===== config.mk =====
export PLATFORM = sky130hd
export DESIGN_NAME = axis_width_conv_wide_narrow
export DESIGN_NICKNAME = d
export VERILOG_FILES = /design/src/rtl/axis_wc_pkg.sv /design/src/rtl/axis_width_conv_wide_narrow.sv
export SDC_FILE = /design/constraint.sdc
export NUM_CORES = 1
export LEC_CHECK = 0
export ABC_AREA = 1
export CELL_PAD_IN_SITES_DETAIL_PLACEMENT = 1
export CELL_PAD_IN_SITES_GLOBAL_PLACEMENT = 2
export CORE_UTILIZATION = 26
export CTS_BUF_LIST = sky130_fd_sc_hd__clkbuf_4 sky130_fd_sc_hd__clkbuf_8 sky130_fd_sc_hd__clkbuf_16
export CTS_CLUSTER_SIZE = 28
export DETAILED_ROUTE_END_ITERATION = 12
export GPL_ROUTABILITY_DRIVEN = 0
export HOLD_SLACK_MARGIN = 0.06
export PLACE_DENSITY = 0.85
export SLEW_MARGIN = 20
export SYNTH_ARGS = -nofsm -noshare
export SYNTH_HDL_FRONTEND = slang
export SYNTH_SLANG_ARGS = --single-unit

===== constraint.sdc =====
create_clock -name clk -period 3.4 [get_ports clk]
set_clock_uncertainty 0.15 [all_clocks]
set_input_delay 0.51 -clock clk [delete_from_list [all_inputs] [get_ports clk]]
set_output_delay 0.51 -clock clk [all_outputs]
set_load 0.1 [all_outputs]

===== src/rtl/axis_wc_pkg.sv =====
// Shared definitions for the AXI-stream width converters.
// Handshake: source raises tvalid, sink pulses tnext when it takes the word.
package axis_wc_pkg;

    // Width of the bit_count status port on both converters.
    localparam int unsigned BIT_COUNT_W = 16;

    // Slice-pointer width; never narrower than one bit.
    function automatic int unsigned ptr_width(input int unsigned kn);
        return (kn < 2) ? 1 : $clog2(kn);
    endfunction

    // Wide width must be a whole number (>= 2) of narrow slices.
    function automatic bit widths_ok(input int unsigned m,
                                     input int unsigned n);
        return (n != 0) && (m % n == 0) && (m / n >= 2);
    endfunction

endpackage


===== src/rtl/axis_width_conv_wide_narrow.sv =====
// Wide-to-narrow stream converter: each M-bit word leaves as M/N N-bit
// slices, MSB slice first, through a two-page ping-pong buffer.
// Ports:
//   clk, rst            clock, synchronous active-low reset
//   s_axis_*            wide input  (tdata M, tfirst, tvalid, tnext out)
//   m_axis_*            narrow output (tdata N, tfirst, tvalid, tnext in)
//   bit_count           buffered bits not yet emitted
module axis_width_conv_wide_narrow
    import axis_wc_pkg::*;
#(
    parameter int unsigned M = 8,
    parameter int unsigned N = 4
) (
    input  logic                   clk,
    input  logic                   rst,
    output logic                   s_axis_tnext,
    input  logic [M-1:0]           s_axis_tdata,
    input  logic                   s_axis_tfirst,
    input  logic                   s_axis_tvalid,
    input  logic                   m_axis_tnext,
    output logic [N-1:0]           m_axis_tdata,
    output logic                   m_axis_tfirst,
    output logic                   m_axis_tvalid,
    output logic [BIT_COUNT_W-1:0] bit_count
);

    localparam int unsigned KN = M / N;
    localparam int unsigned PW = ptr_width(KN);
    localparam logic [PW-1:0] PTR_TOP = PW'(KN - 1);

    if (!widths_ok(M, N)) begin : g_bad_widths
        $error("axis_width_conv_wide_narrow: M must be a multiple of N with M/N >= 2");
    end

    typedef struct packed {
        logic [1:0][M-1:0] page;
        logic [1:0]        first;
        logic [1:0]        occ;
        logic              wr_page;
        logic              rd_page;
        logic [PW-1:0]     rd_ptr;
    } register_t;

    localparam register_t R_RST = '{
        page:    '0,
        first:   '0,
        occ:     '0,
        wr_page: 1'b0,
        rd_page: 1'b0,
        rd_ptr:  PTR_TOP
    };

    register_t r_q, r_d;

    logic full, empty;
    logic wr_fire, rd_fire;
    logic [KN-1:0][N-1:0] rd_slices;
    logic [BIT_COUNT_W-1:0] held_bits, sent_bits;

    // Occupancy comes only from flops, so a page freed this cycle is
    // refilled next cycle; the second page covers the gap.
    assign full  = &r_q.occ;
    assign empty = ~|r_q.occ;

    assign s_axis_tnext  = s_axis_tvalid && !full && rst;
    assign m_axis_tvalid = !empty && rst;

    assign wr_fire = s_axis_tnext;
    assign rd_fire = m_axis_tnext && m_axis_tvalid;

    assign rd_slices     = r_q.page[r_q.rd_page];
    assign m_axis_tdata  = rst ? rd_slices[r_q.rd_ptr] : '0;
    assign m_axis_tfirst = rst && r_q.first[r_q.rd_page]
                               && (r_q.rd_ptr == PTR_TOP);

    // Bits in occupied pages minus slices already sent from the read page.
    assign held_bits = BIT_COUNT_W'(M)
                     * BIT_COUNT_W'({1'b0, r_q.occ[0]} + {1'b0, r_q.occ[1]});
    assign sent_bits = BIT_COUNT_W'(N) * BIT_COUNT_W'(PTR_TOP - r_q.rd_ptr);
    assign bit_count = (rst && !empty) ? held_bits - sent_bits : '0;

    always_comb begin
        r_d = r_q;
        if (wr_fire) begin
            r_d.page[r_q.wr_page]  = s_axis_tdata;
            r_d.first[r_q.wr_page] = s_axis_tfirst;
            r_d.occ[r_q.wr_page]   = 1'b1;
            r_d.wr_page            = ~r_q.wr_page;
        end
        // A write never targets the read page while it is occupied.
        if (rd_fire) begin
            if (r_q.rd_ptr != '0) begin
                r_d.rd_ptr = r_q.rd_ptr - 1'b1;
            end else begin
                r_d.rd_ptr           = PTR_TOP;
                r_d.occ[r_q.rd_page] = 1'b0;
                r_d.rd_page          = ~r_q.rd_page;
            end
        end
    end

    always_ff @(posedge clk) begin
        if (!rst) begin
            r_q <= R_RST;
        end else begin
            r_q <= r_d;
        end
    end

endmodule

=== After elaboration in Yosys (flattened, before gate mapping) ===
Index checks and enable logic that the tools add are counted.

* Register bits: 23
* Input port bits: 13
* Output and inout bits: 23
* Word-level logic and storage cells: 54

* Add/subtract/negate cells: 4
* Magnitude comparators: 5
* Mux-type cells: 20
* Bitwise operators: 6
* Reduce and logical (&&, ||, !) cells: 12

{| class="wikitable"
|+ Operators by type and width
! kind !! number
|-
| 2-to-1 mux 8 bit || 3
|-
| bitwise mux 16 bit || 1
|-
| 2-to-1 mux 16 bit || 1
|-
| 2-to-1 mux 4 bit || 3
|-
| demux 8 bit (select 1 bit) || 1
|-
| logical AND 1 bit || 8
|-
| subtractor 6 x 4 -> 7 bit || 1
|-
| < comparator 1 x 2 -> 1 bit, second input constant || 3
|-
| 2-to-1 mux 1 bit || 5
|-
| 2-to-1 mux 2 bit || 2
|-
| AND reduction 2 bit || 2
|-
| 2-to-1 mux 3 bit || 1
|-
| NOT 1 bit || 3
|-
| adder 1 x 1 -> 2 bit || 1
|-
| AND 2 bit || 1
|-
| bitwise mux 2 bit || 1
|-
| demux 1 bit (select 1 bit) || 2
|-
| >= comparator 1 bit, second input constant || 2
|-
| NOT 2 bit || 1
|-
| bitwise OR 2 bit || 1
|-
| OR reduction 2 bit || 1
|-
| subtractor 1 x 1 -> 2 bit, first input constant || 1
|-
| zero test 1 bit || 1
|-
| subtractor 1 bit, second input constant || 1
|}

=== Longest topological paths before layout ===
Gate-level depths: netlist of the first run.

* Depth in word-level cells: 9
* Depth in mapped cells: 8
* Depth with buffers taken out: 8

=== Least setup slack after synthesis of the first run ===
No wires, ideal clock.

* Path kind: reg-to-output
* Start point: reg r_q[3] (netlist bit)
* End point: out bit_count[10]
* Data arrival time: 4.318 ns
* Required time: 2.740 ns
* Setup slack: -1.578 ns
* Stages on the path, launching flop included: 7
* Path buffers: 1
* Cell sequence: dfxtp_1 inv_1 ha_1 nor2_1 inv_1 nor2_1 buf_4

* Word-level cells in the longest chain between the ends: 3
* Elaborated cells on any way between the ends: 5
* Classes of those cells: add/sub: 2; mux: 1; reduce/logical: 2

{| class="wikitable"
|+ Ends and longest elaborated chain
! what !! line !! text
|-
| from (decl) || axis_width_conv_wide_narrow.sv:53 || <nowiki>register_t r_q, r_d;</nowiki>
|-
| from (signal assigned) || axis_width_conv_wide_narrow.sv:106 || <nowiki>r_q <= r_d;</nowiki>
|-
| OR reduction 2 bit || axis_width_conv_wide_narrow.sv:63 || <nowiki>assign empty = ~|r_q.occ;</nowiki>
|-
| logical AND 1 bit || - ||
|-
| via m_axis_tvalid || axis_width_conv_wide_narrow.sv:23 || <nowiki>output logic m_axis_tvalid,</nowiki>
|-
| 2-to-1 mux 16 bit || axis_width_conv_wide_narrow.sv:80 || <nowiki>assign bit_count = (rst && !empty) ? held_bits - sent_bits : '0;</nowiki>
|-
| to (decl) || axis_width_conv_wide_narrow.sv:24 || <nowiki>output logic [BIT_COUNT_W-1:0] bit_count</nowiki>
|}

The timed path passes the listed nets, and every way through them passes these cells.

=== Final worst setup path of the first run ===
* Start point: in rst
* End point: out bit_count[15]

* Word-level cells in the longest chain between the ends: 2

{| class="wikitable"
|+ Ends and longest elaborated chain
! what !! line !! text
|-
| from (decl) || axis_width_conv_wide_narrow.sv:15 || <nowiki>input logic rst,</nowiki>
|-
| logical AND 1 bit || axis_width_conv_wide_narrow.sv:80 ||
|-
| 2-to-1 mux 16 bit || axis_width_conv_wide_narrow.sv:80 ||
|}

Every way passes these cells.

==> reports/qor.csv, run 1 <==
stage,metric,value,unit
detailed_routing,firstDrtPassIters,10,
setup_path,required,2740,ps
synthesis,synth_cell_types,20,
floorplan,die-area,5054,um2
synthesis,yosys.area_share.adder,5.040,%
synthesis,synth_top_family_by_area,simple AND/OR/NAND/NOR gates,
job,max_cap_violations,0,
setup_path,worstSetupEndpointType,output pin,
detailed_routing,totalWireLength,3.096,mm
synthesis,synth-simple-area-share,35.69,%
synthesis,synth_xor_area_share,0,%
layout,layout_common_cells,"nand2_1 (65), nand3_1 (23), dfxtp_1 (23)",
detailed_routing,drt_iter0_markers,51,
setup_path,path_max_fanout,10,
clocking,clk_pin_slew_worst_paths,80,ps
sta,finalMaxSlewViolations,0,
setup_path,crit_family,buffers and inverters,
detailed_routing,post-route-drc-count,2,
layout,final_common_cell,nand2_1,
clocking,clock_sinks,23,
clocking,post_cts_buffers,0,
synthesis,netlist_area,1241,um2
global_routing,grt_max_degree,22,
layout,largest_register_ffs,23,
clocking,cts.root.buffer_cell,clkbuf_8,
setup_path,path_buf_inv,4,
setup_path,cp.arrival,2170,ps
global_routing,grt_pass1_wl,5.064,mm
sta,setup_viol,0,
clocking,cts_tree,built,
setup_path,cp_cell_sequence,clkdlybuf4s50_1 -> inv_2 -> nor2_4 -> inv_1 -> nor2_4 -> buf_12,
detailed_routing,drt.antenna.violating_nets,0,
power_and_ir_drop,irDropWorstVdd,0.0001074,V
sta,tightest_slew,619.9,ps
synthesis,synth_warnings,0,
sta,relSlewSlack,58.57,%
global_routing,antenna_found_initial,0,
synthesis,synth-compound-area-share,4.637,%
layout,drive_above_1_share,17.96,%
floorplan,dieWidth,71.09,um
clocking,cts_buffer_depth,2,
clocking,cts_hold_buf,0,
place,portBuffers,33,
floorplan,ios,36,
layout,final_nets,225,
synthesis,seq_area_frac_synth,37.10,%
setup_path,start_kind,input port,
power_and_ir_drop,power_density,375.9,nW/um2
outcome,violations,design-rule violations,
detailed_routing,wl_per_cell,12.00,um
power_and_ir_drop,p_leak,0.0008156,uW
synthesis,syn_inst,184,
sta,fin_crit,2832,ps
global_routing,grt_pass1_vias,1106,
floorplan,chipHeight,71.09,um
sta,timing.fmax,0.3531,GHz
sta,setup_ws,567.7,ps
clocking,cts_buffers,3,
layout,reg.largest.list,r_q x23,
sta,finalHoldViolCount,0,
clocking,h-tree-depth,1,
detailed_routing,vias,1147,
synthesis,muxShareOfSynthArea,0,%
global_routing,track_usage,12.85,%
floorplan,initial_core_util,27.74,%
place,post-place-ws,559.9,ps
sta,rsz0062_at_grt,false,
setup_path,cp_slowest_stage_delay,500,ps
clocking,cts_resized,0,
floorplan,rows,24,
outcome,status,"finished, violations left",
layout,diodes,0,
setup_path,path_common_cell,nor2_4,
clocking,clk_latency,270,ps
sta,fin_setup_tns,0,ps
synthesis,synth.avg_cell_area,6.746,um2
layout,syn2layout_area_growth,45.06,%
detailed_routing,routed_via_density,4.446,
sta,min_period_over_period,83.30,%
synthesis,ys_seq_elements,23,
hold_path,hold_path.class,reg2reg,
global_routing,overflow,0,
setup_path,criticalPathCategory,in2out,
floorplan,design.core.area,4474,um2
setup_path,slowest_stage,nor2_4,
layout,largest_register,r_q,
place,dp_hpwl,2.291,mm
==> worst register-to-register path, cell delays in order (launching register included) <==
cell	delay [ps]
dfxtp_1	340
ha_1	240
nor2_4	80
nand2_2	220
clkinv_1	350
nand2_1	170
nand2_1	60
==> final timing paths <==
kind	endpoint	slack, ps	start	depth (start not counted)
worst max-delay path	bit_count[15]	570	rst	6
worst min register to register	r_q[11]	320	r_q[11]	2
worst max register to register	r_q[8]	1700	r_q[3]	6
worst min-delay path	r_q[11]	320	r_q[11]	2
==> power by group <==
part | total [uW] | switching (uW) | internal [uW]
combinational | 198 | 132 | 66.7
sequential | 295 | 9.87 | 285
clock | 184 | 91.8 | 91.9
==> stage by stage <==
stage	util, %	total power (uW)	hold WS, ps	area [um2]	cells
CTS	40.24	684.4	320.8	1800	258
detailed placement	39.15	501.8	308.2	1752	254
finish	40.24	676.8	317.9	1800	258
global route	40.24	705.2	329.2	1800	258
global placement	39.15	498.7	305.7	1752	254
floorplan	-	434.7	292.5	1266	185
==> cells in the mapped netlist <==
| library cell | number | area, um2 |
|---|---|---|
| dfxtp_1 | 23 | 460.4 |
| inv_2 | 2 | 7.510 |
| nor4_1 | 1 | 6.260 |
| nand2_2 | 3 | 18.77 |
| inv_1 | 18 | 67.56 |
| o21ai_0 | 3 | 15.01 |
| o21ai_2 | 1 | 8.760 |
| a21oi_1 | 5 | 25.02 |
| clkinv_1 | 3 | 11.26 |
| buf_4 | 12 | 90.09 |
| conb_1 | 1 | 3.750 |
| nor2_4 | 1 | 11.26 |
| ha_1 | 5 | 62.56 |
| nand3_1 | 23 | 115.1 |
| nor2_1 | 11 | 41.29 |
| a21oi_2 | 1 | 8.760 |
| buf_6 | 2 | 22.52 |
| buf_2 | 3 | 15.01 |
| nand4_1 | 1 | 6.260 |
| nand2_1 | 65 | 244.0 |
==> cells by family after synthesis <==
| kind of cell | after synthesis |
|---|---|
| AOI/OAI and AO/OA | 10 |
| adders and majority gates | 5 |
| buffers and inverters | 40 |
| DFF | 23 |
| other | 1 |
| and+or+nand+nor | 105 |
==> per-layer routing <==
layer | vias to the layer above | GRT usage, % | share of wire [%]
met4 | 0 | 4.667 | 1.3
li1 | 599 | - | -
met1 | 517 | 15.46 | 46
met5 | - | 0 | 0
met3 | 5 | 1.852 | 2.8
met2 | 26 | 23.18 | 50
==> area by class of cell <==
class	count	area, um2
clock buffer	4	48.80
sequential	23	460.4
timing repair buffer	34	548.0
tap	52	65.06
inverter	23	86.33
fill	544	2674
multi-input combinational	122	591.8
No activity file was read; power rests on OpenSTA's default activity.
==> inputs of run 2 (changes only) <==
- CORE_UTILIZATION: 26 -> 22
- PLACE_DENSITY: 0.85 -> 0.77
- clock period: 3.4 -> 2.4 ns (I/O delays scaled with it)
==> reports/qor.csv, run 2 (synthesis results as in run 1) <==
stage,metric,value,unit,change
outcome,status,completed,,
layout,reg.largest.list,r_q x23,,
layout,drive_above_1_share,30.88,%,+13 points
setup_path,crit_family,buffers and inverters,,
layout,post-route-util,37.84,%,-2.4 points
floorplan,chipHeight,77.11,um,+8.5%
detailed_routing,totalWireLength,3.521,mm,+14%
sta,whs,318.6,ps,+0.7210 ps
detailed_routing,routed_via_density,4.230,,-4.9%
sta,finalMaxSlewViolations,0,,unchanged
layout,layout_common_cells,"nand2_1 (65), nand3_1 (23), buf_12 (21), dfxtp_1 (21), inv_1 (13)",,
sta,min_period_over_period,95.71,%,
detailed_routing,vias,1214,,+5.8%
sta,rsz0062_at_grt,false,,
layout,fill_cells,646,,+19%
layout,largest_register_ffs,23,,unchanged
floorplan,dieWidth,77.11,um,+8.5%
setup_path,slowest_stage,dfxtp_2,,
power_and_ir_drop,clkPwrFrac,25.2,%,-1.9 points
detailed_routing,firstDrtPassIters,4,,-6
global_routing,track_usage,13.22,%,+0.37 points
detailed_routing,drt_iter0_markers,38,,-25%
clocking,cts_tree,built,,
global_routing,grt_pass1_wl,6.113,mm,+21%
clocking,cts_buffers,3,,unchanged
detailed_routing,post-route-drc-count,0,,-2
hold_path,hold_path.class,reg2reg,,
place,dpl-instance-area,1906,um2,+8.8%
setup_path,start_kind,flip-flop,,
power_and_ir_drop,combPwrFrac,32.0,%,+2.7 points
global_routing,antenna_found_initial,0,,unchanged
setup_path,cp_cell_sequence,inv_2 -> ha_4 -> inv_2 -> ha_2 -> ha_2 -> inv_2 -> nor2_4 -> buf_12 -> buf_12,,
sta,setup_viol,0,,unchanged
power_and_ir_drop,p_switching,346.6,uW,+49%
power_and_ir_drop,pwr-share-seq,42.7,%,-0.9 points
power_and_ir_drop,p_int,633.7,uW,+43%
detailed_routing,wl_per_cell,12.27,um,+2.2%
hold_path,worstHoldStart,r_q[8],,
setup_path,criticalPathCategory,reg2out,,
clocking,cts.root.buffer_cell,clkbuf_8,,
setup_path,cp_slowest_stage_delay,330,ps,-170 ps
setup_path,worstSetupEndpointType,output pin,,
setup_path,path_common_cell,inv_2,,
sta,fin_crit,2297,ps,
global_routing,grt_pass1_vias,1230,,+11%
setup_path,cp.arrival,1790,ps,-380 ps
clocking,clk_pin_slew_worst_paths,80,ps,about the same
clocking,cts_buffer_depth,2,,unchanged
place,place_inst,281,,+11%
job,max_cap_violations,0,,unchanged
place,portBuffers,33,,unchanged
layout,final_cells,287,,+11%
layout,diodes,0,,unchanged
global_routing,overflow,0,,unchanged
setup_path,crit_path_start,r_q[3],,
sta,timing.fmax,0.4354,GHz,
floorplan,rows,26,,+8.3%
floorplan,die-area,5946,um2,+18%
power_and_ir_drop,swShare,35.36,%,+0.90 points
layout,final_nets,236,,+4.9%
setup_path,r2r-start,r_q[4],,
power_and_ir_drop,p_leak,0.0008754,uW,+7.3%
place,dp_hpwl,2.597,mm,+13%
clocking,cts_hold_buf,0,,unchanged
floorplan,initial_core_util,23.55,%,-4.2 points
power_and_ir_drop,power_density,491.5,nW/um2,+31%
setup_path,required,1890,ps,-850 ps
sta,finalHoldViolCount,0,,unchanged
layout,largest_register,r_q,,
detailed_routing,drt.antenna.violating_nets,0,,unchanged
floorplan,design.core.area,5270,um2,+18%
clocking,clock_sinks,23,,unchanged
layout,final_common_cell,nand2_1,,
power_and_ir_drop,irDropWorstVdd,0.0002085,V,+94%
setup_path,path_max_fanout,8,,-2
clocking,h-tree-depth,1,,unchanged
layout,syn2layout_area_growth,60.69,%,
clocking,clk_latency,270,ps,about the same
floorplan,ios,36,,unchanged
global_routing,grt_max_degree,22,,unchanged
layout,final_area,1994,um2,+11%
setup_path,path_buf_inv,5,,+1
==> run 2: cell count changes in the layout (fill, tap and decap cells not counted), sizes merged <==
cell    change
clkinv      +1
buf        +11
clkbuf      -1
==> run 2: cell type report <==
cell class | instances | area, um2 | area share [%]
multi-input combinational | 122 | 655.6 | 32.87
timing repair buffer | 45 | 650.6 | 32.62
sequential | 23 | 462.9 | 23.21
inverter | 23 | 91.34 | 4.580
tap | 70 | 87.58 | 4.391
clock buffer | 3 | 41.29 | 2.070
clock inverter | 1 | 5.005 | 0.2509
==> run 2: worst min-delay path, stage by stage, from the launching register on <==
cell	delay, ps
dfxtp_1	320
nand3_1	70
nand2_1	40
==> run 2: worst paths after layout <==
path,to,slack [ps],cells past startpoint
worst max-delay path,bit_count[11],100,9
worst max register to register,r_q[10],720,7
worst min-delay path,r_q[8],320,2
worst min register to register,r_q[8],320,2
==> run 2: power by group through the flow <==
stage | registers (uW) | logic, uW | clock network [uW]
2_1_floorplan | 422 | 215 | 0
3_3_place_gp | 428 | 306 | 0
3_5_place_dp | 428 | 308 | 0
4_1_cts | 419 | 310 | 261
5_1_grt | 423 | 337 | 278
6_report | 419 | 314 | 247
==> run 2: per-stage QoR <==
step | setup TNS (ps) | total power [uW] | setup slack (ps)
6_report | 0 | 980.3 | 103.0
5_1_grt | 0 | 1038 | 7.601
4_1_cts | 0 | 990.6 | 18.53
3_5_place_dp | 0 | 736.9 | 176.2
3_3_place_gp | 0 | 733.3 | 205.6
2_1_floorplan | -4262 | 637.1 | -418.5
==> run 2: what timing repair did <==
action                                 CTS  global route
resized for setup                        0             7
pin swaps                                1             1
gates cloned                             0             0
buffers inserted                         1             1
endpoints found under the hold margin    0             0
setup endpoints to repair                8            11
==> run 2: layer usage <==
layer,wire length (um),vias to the layer above,GRT usage (%)
met5,0,-,0
met4,62,0,5.660
li1,-,618,-
met2,1761,29,23.04
met3,138,4,2.262
met1,1558,563,15.84
==> inputs of run 3 (changes only) <==
- ABC_CLOCK_PERIOD_IN_PS: not set -> 1900
- MAX_ROUTING_LAYER: not set -> met4
- clock period: 2.4 -> 1.9 ns (I/O delays scaled with it)
==> reports/qor.csv, run 3 (synthesis results as in run 1) <==
stage,metric,value,unit,change
global_routing,top_usage_layer,met2,,
power_and_ir_drop,power,1329,uW,+36%
setup_path,r2r_slack,280,ps,-440 ps
global_routing,met2_usage,23.57,%,+0.54 points
global_routing,use_met1,15.45,%,-0.39 points
setup_path,cp_slowest_stage_delay,340,ps,about the same
detailed_routing,post-route-drc-count,0,,unchanged
layout,post-route-util,42.00,%,+4.2 points
floorplan,rows,26,,unchanged
sta,finalHoldViolCount,0,,unchanged
clocking,cts_tree,built,,
setup_path,crit_family,buffers and inverters,,
setup_path,path_common_cell,ha_4,,
clocking,cts_hold_buf,0,,unchanged
floorplan,design.core.area,5270,um2,unchanged
setup_path,worstReg2RegEnd,r_q[1],,
job,max_cap_violations,0,,unchanged
setup_path,worstSetupEndpointType,output pin,,
clocking,cts_buffer_depth,2,,unchanged
layout,syn2layout_area_growth,78.33,%,
setup_path,worst-path-stages,9,,unchanged
global_routing,grt_pass1_vias,1266,,+2.9%
setup_path,cp_cell_sequence,inv_2 -> ha_4 -> inv_4 -> ha_4 -> ha_4 -> inv_2 -> nor2_4 -> buf_12 -> buf_12,,
setup_path,start_kind,flip-flop,,
sta,setup_viol,15,,+15
hold_path,holdPathEnd,r_q[10],,
layout,final_common_cell,nand2_1,,
layout,largest_register_ffs,23,,unchanged
layout,final_nets,247,,+4.7%
floorplan,initial_core_util,23.55,%,unchanged
setup_path,path_max_fanout,8,,unchanged
global_routing,track_usage,13.39,%,+0.18 points
outcome,status,"finished, violations left",,
global_routing,grt_max_degree,13,,-41%
clocking,h-tree-depth,1,,unchanged
sta,timing.fmax,0.4673,GHz,
floorplan,dieWidth,77.11,um,unchanged
sta,setup_ws,-240.0,ps,-343.0 ps
layout,layout_common_cells,"nand2_1 (65), buf_12 (23), nand3_1 (22)",,
detailed_routing,drt_iter0_markers,30,,-21%
detailed_routing,vias,1266,,+4.3%
global_routing,grt_pass1_wl,6.016,mm,-1.6%
clocking,cts.root.buffer_cell,clkbuf_8,,
clocking,clk_pin_slew_worst_paths,80,ps,about the same
detailed_routing,firstDrtPassIters,4,,unchanged
global_routing,use_met3,2.024,%,-0.24 points
power_and_ir_drop,irDropWorstVdd,0.0002784,V,+34%
floorplan,chipHeight,77.11,um,unchanged
power_and_ir_drop,p_leak,0.0009655,uW,+10%
sta,fin_setup_tns,-2774,ps,-2774 ps
sta,fin_crit,2140,ps,
layout,drive_above_1_share,35.96,%,+5.1 points
power_and_ir_drop,power_density,600.6,nW/um2,+22%
sta,rsz0062_at_grt,true,,
place,post-place-ws,-114.0,ps,-290.1 ps
setup_path,crit_path_start,r_q[4],,
setup_path,cp.arrival,1700,ps,-90 ps
detailed_routing,drt.antenna.violating_nets,0,,unchanged
layout,largest_register,r_q,,
detailed_routing,routed_via_density,4.248,,+0.43%
floorplan,die-area,5946,um2,unchanged
clocking,clock_sinks,23,,unchanged
layout,reg.largest.list,r_q x23,,
global_routing,overflow,0,,unchanged
clocking,cts_buffers,3,,unchanged
hold_path,hold_path.class,reg2reg,,
layout,diodes,0,,unchanged
sta,min_period_over_period,112.6,%,
setup_path,r2r-start,r_q[3],,
outcome,violations,negative setup slack,,
detailed_routing,wl_per_cell,12.49,um,+1.8%
clocking,clk_latency,260,ps,about the same
setup_path,required,1460,ps,-430 ps
global_routing,antenna_found_initial,0,,unchanged
floorplan,ios,36,,unchanged
setup_path,criticalPathCategory,reg2out,,
setup_path,path_buf_inv,5,,unchanged
setup_path,slowest_stage,dfxtp_2,,
sta,whs,315.5,ps,-3.090 ps
setup_path,ff2ff_path_depth,10,,+3
sta,finalMaxSlewViolations,0,,unchanged
hold_path,worstHoldPathCells,2,,unchanged
place,dp_hpwl,2.779,mm,+7.0%
detailed_routing,totalWireLength,3.721,mm,+5.7%
hold_path,worstHoldStart,r_q[10],,
place,portBuffers,33,,unchanged
-- run 3: cell count changes in the layout (fill, tap and decap cells not counted), moves of 2 or more --
cell | before | now
a21oi_2 | 5 | 1
buf_6 | 0 | 4
ha_2 | 2 | 0
nor2_4 | 3 | 8
buf_4 | 11 | 16
ha_4 | 2 | 4
buf_12 | 21 | 23
a21oi_4 | 0 | 4
nor2_2 | 4 | 0
-- run 3: worst max-delay path by stage --
stage	end	slack [ps]
after global routing	bit_count[9]	-310
after CTS	bit_count[13]	-280
after floorplan	bit_count[10]	-840
after detailed placement	r_q[11]	-110
final	bit_count[9]	-240
after global placement	r_q[11]	-90
-- run 3: through the flow --
step	cell area, um2	cells
5_1_grt	2213	298
6_report	2213	298
3_3_place_gp	2019	287
3_5_place_dp	2019	287
2_1_floorplan	1480	185
4_1_cts	2147	292
-- run 3: power by group --
group / total, uW / internal (uW) / switching [uW]
Combinational: 476 / 193 / 283
Clock: 327 / 164 / 163
Sequential: 526 / 510 / 16.9
-- run 3: worst min-delay path: stages (launching register included) --
cell and delay, ps:
dfxtp_1 320, nand3_1 70, nand2_1 40
-- run 3: timing repair --
action	CTS	global route
gates resized for setup	15	5
buffers inserted	1	6
endpoints found under the setup margin	20	21
pin swaps	4	7
-- run 3: routing by layer --
layer / wire (um) / up-vias
li1: - / 644
met1: 1642 / 592
met2: 1927 / 25
met3: 102 / 5
met4: 49 / 0
met5: 0 / -
-- run 3: final cells by class --
type	instances	area, um2
fillers	621	3057
repair buffers	56	775.7
multi-input cells	122	738.2
flip-flops and latches	23	466.7
inverters	23	96.34
well taps	70	87.58
clock buffers	4	48.80
